===== config.mk =====
export PLATFORM = sky130hd
export DESIGN_NAME = i2s_rx_sample_packer
export DESIGN_NICKNAME = d
export VERILOG_FILES = /design/src/rtl/i2s_rx_sample_packer.sv
export SDC_FILE = /design/constraint.sdc
export NUM_CORES = 1
export LEC_CHECK = 0
export CAP_MARGIN = 20
export CORE_MARGIN = 2
export CORE_UTILIZATION = 46
export CTS_BUF_LIST = sky130_fd_sc_hd__clkbuf_4
export DETAILED_ROUTE_END_ITERATION = 7
export PLACE_DENSITY_LB_ADDON = 0.08
export SLEW_MARGIN = 20
export SYNTH_ARGS = -nofsm -noshare
export SYNTH_HDL_FRONTEND = slang
export SYNTH_SLANG_ARGS = --single-unit

===== constraint.sdc =====
create_clock -name sck_i -period 4.7 [get_ports sck_i]
set_input_delay 0.94 -clock sck_i [delete_from_list [all_inputs] [get_ports sck_i]]
set_output_delay 0.94 -clock sck_i [all_outputs]
set_load 0.005 [all_outputs]

===== src/rtl/i2s_rx_sample_packer.sv =====
// Packs 8/16-bit I2S RX samples into 32-bit words (24/32-bit pass through) and
// buffers them in a first-word fall-through FIFO ahead of the uDMA RX channel.
module i2s_rx_sample_packer #(
   parameter int FIFO_DEPTH = 4
) (
   input  logic        sck_i,
   input  logic        rst_i,
   input  logic [31:0] in_data_i,
   input  logic        in_valid_i,
   output logic        in_ready_o,
   output logic [31:0] out_data_o,
   output logic        out_valid_o,
   input  logic        out_ready_i,
   output logic        err_o,
   input  logic        cfg_en_i,
   input  logic [4:0]  cfg_num_bits_i,
   input  logic        cfg_pack_en_i,
   input  logic        cfg_sign_ext_i,
   output logic        busy_o
);
   localparam int AW = $clog2(FIFO_DEPTH);
   localparam logic [AW:0] DEPTH_C = FIFO_DEPTH[AW:0];

   typedef enum logic [1:0] {IDLE, PACK, FLUSH} state_t;

   state_t        state_q;
   logic [4:0]    num_bits_q;
   logic          sign_ext_q;
   logic [1:0]    lane_max_q;
   logic [1:0]    lane_q;
   logic [1:0]    lane_next;
   logic [31:0]   pack_q;
   logic [31:0]   mem [FIFO_DEPTH];
   logic [AW-1:0] wr_ptr_q;
   logic [AW-1:0] rd_ptr_q;
   logic [AW:0]   count_q;
   logic [31:0]   last_q;

   logic          full;
   logic          empty;
   logic          accept;
   logic          push;
   logic          pop;
   logic [31:0]   sample;
   logic [31:0]   placed;
   logic [31:0]   push_data;
   logic [4:0]    nb_in;

   function automatic logic [4:0] norm_bits(input logic [4:0] nb);
      case (nb)
         5'd7, 5'd15, 5'd23: return nb;
         default:            return 5'd31;
      endcase
   endfunction

   // Keep bits [nb:0]; optionally replicate bit nb into the discarded upper bits.
   function automatic logic [31:0] extend_sample(input logic [31:0] d, input logic [4:0] nb,
                                                 input logic sx);
      logic [4:0]         sh;
      logic [31:0]        up;
      logic signed [31:0] sup;
      sh  = 5'd31 - nb;
      up  = d << sh;
      sup = signed'(up);
      if (sx) return $unsigned(sup >>> sh);
      return up >> sh;
   endfunction

   function automatic logic [31:0] lane_place(input logic [31:0] s, input logic [1:0] lane,
                                              input logic [4:0] nb);
      if (nb == 5'd7) return s << {lane, 3'b000};
      return s << {lane, 4'b0000};
   endfunction

   assign nb_in       = norm_bits(cfg_num_bits_i);
   assign full        = (count_q == DEPTH_C);
   assign empty       = (count_q == '0);
   assign in_ready_o  = (state_q == PACK) && !full;
   assign accept      = in_valid_i && in_ready_o;
   assign err_o       = (state_q == PACK) && in_valid_i && !in_ready_o;
   assign pop         = !empty && out_ready_i;
   assign out_valid_o = !empty;
   assign out_data_o  = empty ? last_q : mem[rd_ptr_q];
   assign busy_o      = (state_q != IDLE) || !empty;

   // Sign extension only exists in one-sample-per-word mode.
   assign sample = extend_sample(in_data_i, num_bits_q, sign_ext_q && (lane_max_q == 2'd0));
   assign placed = lane_place(sample, lane_q, num_bits_q);

   always_comb begin
      push      = 1'b0;
      push_data = pack_q | placed;
      lane_next = lane_q;
      if (state_q == PACK && accept) begin
         if (lane_q == lane_max_q) begin
            push      = 1'b1;
            lane_next = 2'd0;
         end else begin
            lane_next = lane_q + 2'd1;
         end
      end
      if (state_q == FLUSH && !full) begin
         push      = 1'b1;
         push_data = pack_q;
      end
   end

   always_ff @(posedge sck_i or posedge rst_i) begin
      if (rst_i) begin
         state_q    <= IDLE;
         num_bits_q <= 5'd31;
         sign_ext_q <= 1'b0;
         lane_max_q <= 2'd0;
         lane_q     <= 2'd0;
         pack_q     <= '0;
         wr_ptr_q   <= '0;
         rd_ptr_q   <= '0;
         count_q    <= '0;
         last_q     <= '0;
      end else begin
         case (state_q)
            IDLE: begin
               if (cfg_en_i) begin
                  state_q    <= PACK;
                  num_bits_q <= nb_in;
                  sign_ext_q <= cfg_sign_ext_i;
                  if (cfg_pack_en_i && nb_in == 5'd7)       lane_max_q <= 2'd3;
                  else if (cfg_pack_en_i && nb_in == 5'd15) lane_max_q <= 2'd1;
                  else                                      lane_max_q <= 2'd0;
               end
            end
            PACK: begin
               lane_q <= lane_next;
               if (accept) pack_q <= push ? '0 : (pack_q | placed);
               if (!cfg_en_i) state_q <= (lane_next == 2'd0) ? IDLE : FLUSH;
            end
            FLUSH: begin
               if (!full) begin
                  pack_q  <= '0;
                  lane_q  <= 2'd0;
                  state_q <= IDLE;
               end
            end
            default: state_q <= IDLE;
         endcase

         if (push) wr_ptr_q <= wr_ptr_q + 1'b1;
         if (pop) begin
            rd_ptr_q <= rd_ptr_q + 1'b1;
            last_q   <= mem[rd_ptr_q];
         end
         case ({push, pop})
            2'b10:   count_q <= count_q + 1'b1;
            2'b01:   count_q <= count_q - 1'b1;
            default: count_q <= count_q;
         endcase
      end
   end

   always_ff @(posedge sck_i) begin
      if (push) mem[wr_ptr_q] <= push_data;
   end

endmodule


### Word-level counts from Yosys, hierarchy flattened

Memories as Yosys holds them, arrays and structs flattened.
Cells that the tools add are included.

| storage, ports and cells | value |
|---|---|
| flip-flop bits (word level) | 83 |
| latch bits | 0 |
| memory bits (writable) | 128 |
| memory bits (read-only) | 0 |
| output and inout bits | 36 |
| memories kept | 1 |

Memory list:

| name | words | width | read ports | clocked after memory_dff | write ports | RTL line | text |
|---|---|---|---|---|---|---|---|
| mem | 4 | 32 | 1 | 0 | 1 | 33 | `logic [31:0] mem [FIFO_DEPTH];` |

| cells by class | value |
|---|---|
| add/subtract/negate cells | 6 |
| $mul | 0 |
| div/mod/pow operators | 0 |
| order comparisons | 0 |
| equal/unequal tests | 16 |
| shift-type cells | 5 |
| mux-type cells | 29 |
| bitwise operators | 1 |
| reduce and logical (&&, ||, !) cells | 26 |

Operators by type and width:

| cell | number |
|---|---|
| 32-bit two-way mux | 9 |
| 32-bit case mux with 2 select lines | 1 |
| 32-bit by 5-bit left shift with 32-bit output | 2 |
| 32-bit OR | 1 |
| 32-bit by 6-bit left shift with 32-bit output | 1 |
| 32-bit by 5-bit >> shifter with 32-bit output | 1 |
| 32-bit by 5-bit >>> shifter with 32-bit output | 1 |
| 5-bit by 3-bit == test with 1-bit output, second input constant | 3 |
| 2-bit two-way mux | 7 |
| 5-bit by 4-bit == test with 1-bit output, second input constant | 2 |
| 1-bit logical AND | 10 |
| 1-bit two-way mux | 8 |
| 2-bit inequality test, second input constant | 4 |
| 2-bit by 1-bit adder with 2-bit output, second input constant | 3 |
| 2-bit logical NOT | 3 |
| 2-bit case mux with 3 select lines | 1 |
| 3-bit case mux with 2 select lines | 1 |
| 3-bit AND reduction | 2 |
| 2-bit nonzero test | 3 |
| 5-bit == test, second input constant | 1 |
| 5-bit two-way mux | 1 |
| 5-bit subtractor, first input constant | 1 |
| 2-bit by 1-bit == test with 1-bit output, second input constant | 2 |
| 2-bit == test, second input constant | 2 |
| other kinds (10) | 13 |

### Depth between registers and ports, before layout

| depth | value |
|---|---|
| depth after elaboration | 12 |
| depth in mapped cells | 16 |

### Worst setup path before layout

OpenSTA, ideal clock, no wires.

| timing | value |
|---|---|
| path type | input port to flip-flop |
| from | in in_data_i[0] |
| to | mem mem[0][30] (data pin) |
| data arrival time | 3.607 ns |
| data required time | 4.436 ns |
| setup slack | 0.829 ns |
| stages | 10 |
| path buffers | 0 |
| path through | mux2_4 mux4_2 a32o_1 o32ai_2 o22ai_1 o211ai_2 o311ai_1 or2_1 a2111o_1 a31o_1 |

| on the way | value |
|---|---|
| word-level cells in the longest chain between the ends | 9 |
| elaborated cells on any way between the ends | 11 |
| classes of those cells | shift: 5; mux: 5; bitwise: 1 |

Ends and longest elaborated chain:

| element | RTL line | text |
|---|---|---|
| start, declared | 8 | `input logic [31:0] in_data_i,` |
| 32-bit by 5-bit left shift with 32-bit output (*) | 63 | `up = d << sh;` |
| 32-bit by 5-bit >>> shifter with 32-bit output | 65 | `if (sx) return $unsigned(sup >>> sh);` |
| 32-bit two-way mux | 65 |  |
| 32-bit two-way mux (*) | 66 | `return up >> sh;` |
| 32-bit by 5-bit left shift with 32-bit output | 71 | `if (nb == 5'd7) return s << {lane, 3'b000};` |
| 32-bit two-way mux | 71 |  |
| 32-bit two-way mux (*) | 72 | `return s << {lane, 4'b0000};` |
| 32-bit OR (*) | 92 | `push_data = pack_q \| placed;` |
| 32-bit two-way mux (*) | 102 | `if (state_q == FLUSH && !full) begin` |
| net push_data[30] | 46 | `logic [31:0] push_data;` |
| end, declared | 33 |  |

Mark *: on every way through the listed nets, which the timed path passes. The rest lies on a longest branch. The select of a mux whose other input is x is not followed.

### Worst setup path after layout

| timing | value |
|---|---|
| from | reg num_bits_q[0] |
| to | mem mem[0][23] (data pin) |

| on the way | value |
|---|---|
| word-level cells in the longest chain between the ends | 10 |
| elaborated cells on any way between the ends | 14 |
| classes of those cells | add/sub: 1; eq/ne: 1; shift: 5; mux: 6; bitwise: 1 |

Ends and longest elaborated chain:

| element | RTL line | text |
|---|---|---|
| start, declared | 27 | `logic [4:0] num_bits_q;` |
| start signal, assigned | 125 | `num_bits_q <= nb_in;` |
| 5-bit subtractor | 62 | `sh = 5'd31 - nb;` |
| 32-bit by 5-bit left shift with 32-bit output | 63 |  |
| 32-bit by 5-bit >>> shifter with 32-bit output | 65 |  |
| 32-bit two-way mux | 65 |  |
| 32-bit two-way mux | 66 |  |
| 32-bit by 5-bit left shift with 32-bit output | 71 |  |
| 32-bit two-way mux | 71 |  |
| 32-bit two-way mux (*) | 72 |  |
| 32-bit OR (*) | 92 |  |
| 32-bit two-way mux (*) | 102 |  |
| net push_data[23] | 46 |  |

Marked as above.

==> impl_results.md <==
* Multi-input gate area at between 7000 and 8000 um2
* Worst Hold Class: flop to flop
* Sequential share of the synthesized area at 0.4229
* Crit-path slowest cell: dfstp_4
* Cell count after placement at around 1800
* RSZ-0062 raised after global routing: false
* Slew @ Worst Pin at approximately 1 ns
* Layout cells sized above 1 at 0.3258
* Clk pwr share at 0.173
* Wire length per cell at around 26 um
* DRT Pass-1 Iters at 6
* Number of global-route vias before repair at about 12000
* # IOs at 80
* CTS root buf: clkbuf_4
* Syn Nets at around 1300
* CTS buffer count at between 50 and 60
* Avg Vias per Cell at about 6.5
* Post-Layout Inst Area at between 15000 and 20000 um2
* H-tree depth at 2
* Clock skew at 0.07726 ns
* Most frequent CP cell: buf_4
* Largest net degree at the start of global routing at 47
* Largest cells by area after synthesis: edfxtp_1 27%, dfrtp_1 14%, mux4_2 11%
* CTS tree: built
* All-Layer GR Usage at 0.3281
* Core area at just under 30000 um2
* Crit path largest cell delay at 0.66 ns
* Setup violators final at 0
* Fin crit period at ~4.5 ns
* Asr flop ratio synth at 0.3934
* Switching Share at 0.3833
* Share of the synthesized area in the top cell type at 0.2743
* Reg power frac at 0.301
* Total routed wirelength at between 50000 and 60000 um
* Initial Util at 0.4704
* Post-synth EDFFs at between 100 and 150
* Vias at about 13000
* Die Y at ~180 um
* Clock Latency Late Sink at 0.73 ns
* Synth Warn # at 0
* Die area at between 30000 and 40000 um2
* Fin crit share at 0.9626
* Critical setup path kind: flop to flop
* Final Worst Setup Slack at approximately 0.18 ns
* Fin. Hold Viols at 0
* CP Cell Sequence: buf_12, mux4_2, a22oi_1, buf_4, o22ai_1, buf_4, nor3_1, nor2_1, mux4_2, o21ai_1, nand3_1, a21oi_1, buf_4, o21bai_1
* PwrDens at just under 600 nW/um2
* Yosys cell types at 100
* FF+latch count, synth at 211
* IO buf count at 79
* Post-Syn Instances at between 1000 and 1500
* Gate power share at 0.527
* Worst Setup End Kind: flop
* Antenna Violating Nets Remaining at 0
* Leak at between 6 and 7 nW
* DR DRC count at 0
* # fillers at around 2600
* Max-slew violation count at 0
* Crit path DAT at 4.89 ns
* Num Clock Sinks at approximately 210
* Largest area contributor in the netlist: edfxtp_1
* Clock tree buffer depth at 3
* Dpl ws at -0.2250 ns
* HPWL after detailed placement at 38970 um
* Iter 0 DRT Violations at 1461
* Final net count at 1562
* Crit path launch type: flop
* Row count at 63
* Area growth from synthesis to layout at 23.50%
* Seq. cell area at around 6000 um2
* Highest Clock Rate at 221.0 MHz
* Top cells by count, synth: 128 x edfxtp_1, 110 x nand2_1, 90 x mux2_2, 88 x nor2_1, 78 x dfrtp_1
* GR Overflow Total at 0
* GP Congestion at about 1.1
* Net switching power at about 0.0038 W
* First-pass GRT wire length at just under 80000 um
* Largest delay share family, worst path: multiplexers
* Worst Path Required at slightly above 5 ns
* Initial antenna violation count at 4
* Clk pin slew, worst setup/hold paths at 0.07 ns
* CP max FO at 32
* Int Power at 0.006165 W
* Count leader, synth: edfxtp_1
* Main synth FF type: edfxtp_1
* Peak VDD IR at roughly 0.43 mV
* Slew HR at 0.3255
* Mapped Area at ~14000 um2
* Buf/Inv on CP at 4
* Post-Layout Cell Count at slightly below 2000
* Post-place instance area at 16480 um2
* Outcome: completed
* # hold bufs at CTS at 0
* Width of the die at between 150 and 200 um
* # Max-Cap Violations at 0
* Avg Cell Area, Syn at approximately 11 um2
metal layers:
metal,share of wire,vias up,GRT usage
met1,0.42,6339,0.4512
met2,0.45,660,0.5074
li1,-,5588,-
met3,0.089,142,0.07992
met4,0.037,2,0.1135
met5,0.00025,-,0
repair_timing:
item / 4_1_cts / 5_1_grt
gates resized for setup: 0 / 3
setup buffers: 0 / 3
endpoints found under the hold margin: 0 / 0
endpoints found under the setup margin: 0 / 13
worst reg2reg max path: stages (launching register included):
cell and delay, ns:
dfstp_4 0.66, buf_12 0.23, mux4_2 0.66, a22oi_1 0.33, buf_4 0.17, o22ai_1 0.11
buf_4 0.17, nor3_1 0.21, nor2_1 0.13, mux4_2 0.56, o21ai_1 0.25, nand3_1 0.17
a21oi_1 0.26, buf_4 0.16, o21bai_1 0.09
placed cells by master, fill, tap and decap left out, types with 13 or more instances in the layout:
master,instances
o22ai_1,22
a21oi_1,44
a22oi_1,24
a32oi_1,13
o21ai_0,62
clkinv_1,14
o211ai_1,14
nor2_1,88
nand2_1,110
a211oi_1,18
mux2_2,90
clkbuf_4,83
mux4_2,67
dfrtp_1,77
o31ai_1,19
o21bai_1,13
edfxtp_1,128
mux2i_1,33
a22o_1,16
nor3_1,29
buf_4,208
nand2b_1,13
nand3_1,24
a21o_1,14
clkdlybuf4s50_1,79
path summary, 6_finish.rpt:
check / depth (start not counted) / slack, ns / start / to
hold reg to reg: 2 / 0.47 / pack_q[9] / pack_q[9]
min in group asynchronous: 2 / 0.66 / rst_i / pack_q[13]
setup reg to reg: 14 / 0.18 / num_bits_q[0] / mem[0][23]
setup / recovery: 14 / 0.18 / num_bits_q[0] / mem[0][23]
max in group asynchronous: 3 / 3.00 / rst_i / num_bits_q[4]
hold / removal: 2 / 0.47 / pack_q[9] / pack_q[9]
through the flow:
step                hold WS (ns)  total power (W)    util  setup TNS [ns]
detailed placement        0.4574         0.008231  0.5532          -7.667
CTS                       0.4735          0.01001  0.5797               0
finish                    0.4716         0.009996  0.5809               0
floorplan                 0.4421         0.005889       -               0
global placement          0.4535         0.008170  0.5532          -6.932
global route              0.5101          0.01059  0.5808               0
kinds of logic (layout without fill, tap and decap cells):
family,after synthesis,in the layout,synth area share
AO/OA/AOI/OAI,394,394,0.2105
other,0,2,0
flip-flops,211,211,0.4229
AND/OR/NAND/NOR,337,337,0.1135
buffers and inverters,117,411,0.03651
adder cells (fa/ha/maj),6,6,0.005892
multiplexers,192,192,0.2057
XOR/XNOR,8,8,0.005000
sequential cells by signal (all words and copies together), names as in the netlist:
| signal | cells |
|---|---|
| mem | 128 |
| last_q | 32 |
| pack_q | 32 |
| num_bits_q | 5 |
| count_q | 3 |
| lane_max_q | 2 |
| lane_q | 2 |
| rd_ptr_q | 2 |
| state_q | 2 |
| wr_ptr_q | 2 |
| sign_ext_q | 1 |
cell type report:
| cell class | count | share of cell area |
|---|---|---|
| Multi-Input combinational cell | 937 | 0.4404 |
| Antenna cell | 2 | 0.0002892 |
| Timing Repair Buffer | 289 | 0.1382 |
| Clock buffer | 83 | 0.03600 |
| Tap cell | 390 | 0.02819 |
| Clock inverter | 21 | 0.009759 |
| Inverter | 18 | 0.004193 |
| Sequential cell | 211 | 0.3429 |
power by group through the flow:
stage | logic [W] | registers [W] | clock network (W)
2_1_floorplan | 0.00296 | 0.00292 | 0
3_3_place_gp | 0.00515 | 0.00302 | 0
3_5_place_dp | 0.00519 | 0.00304 | 0
4_1_cts | 0.00522 | 0.00301 | 0.00178
5_1_grt | 0.00564 | 0.00307 | 0.00188
6_report | 0.00526 | 0.00301 | 0.00173
No activity file was read; power rests on OpenSTA's default activity.
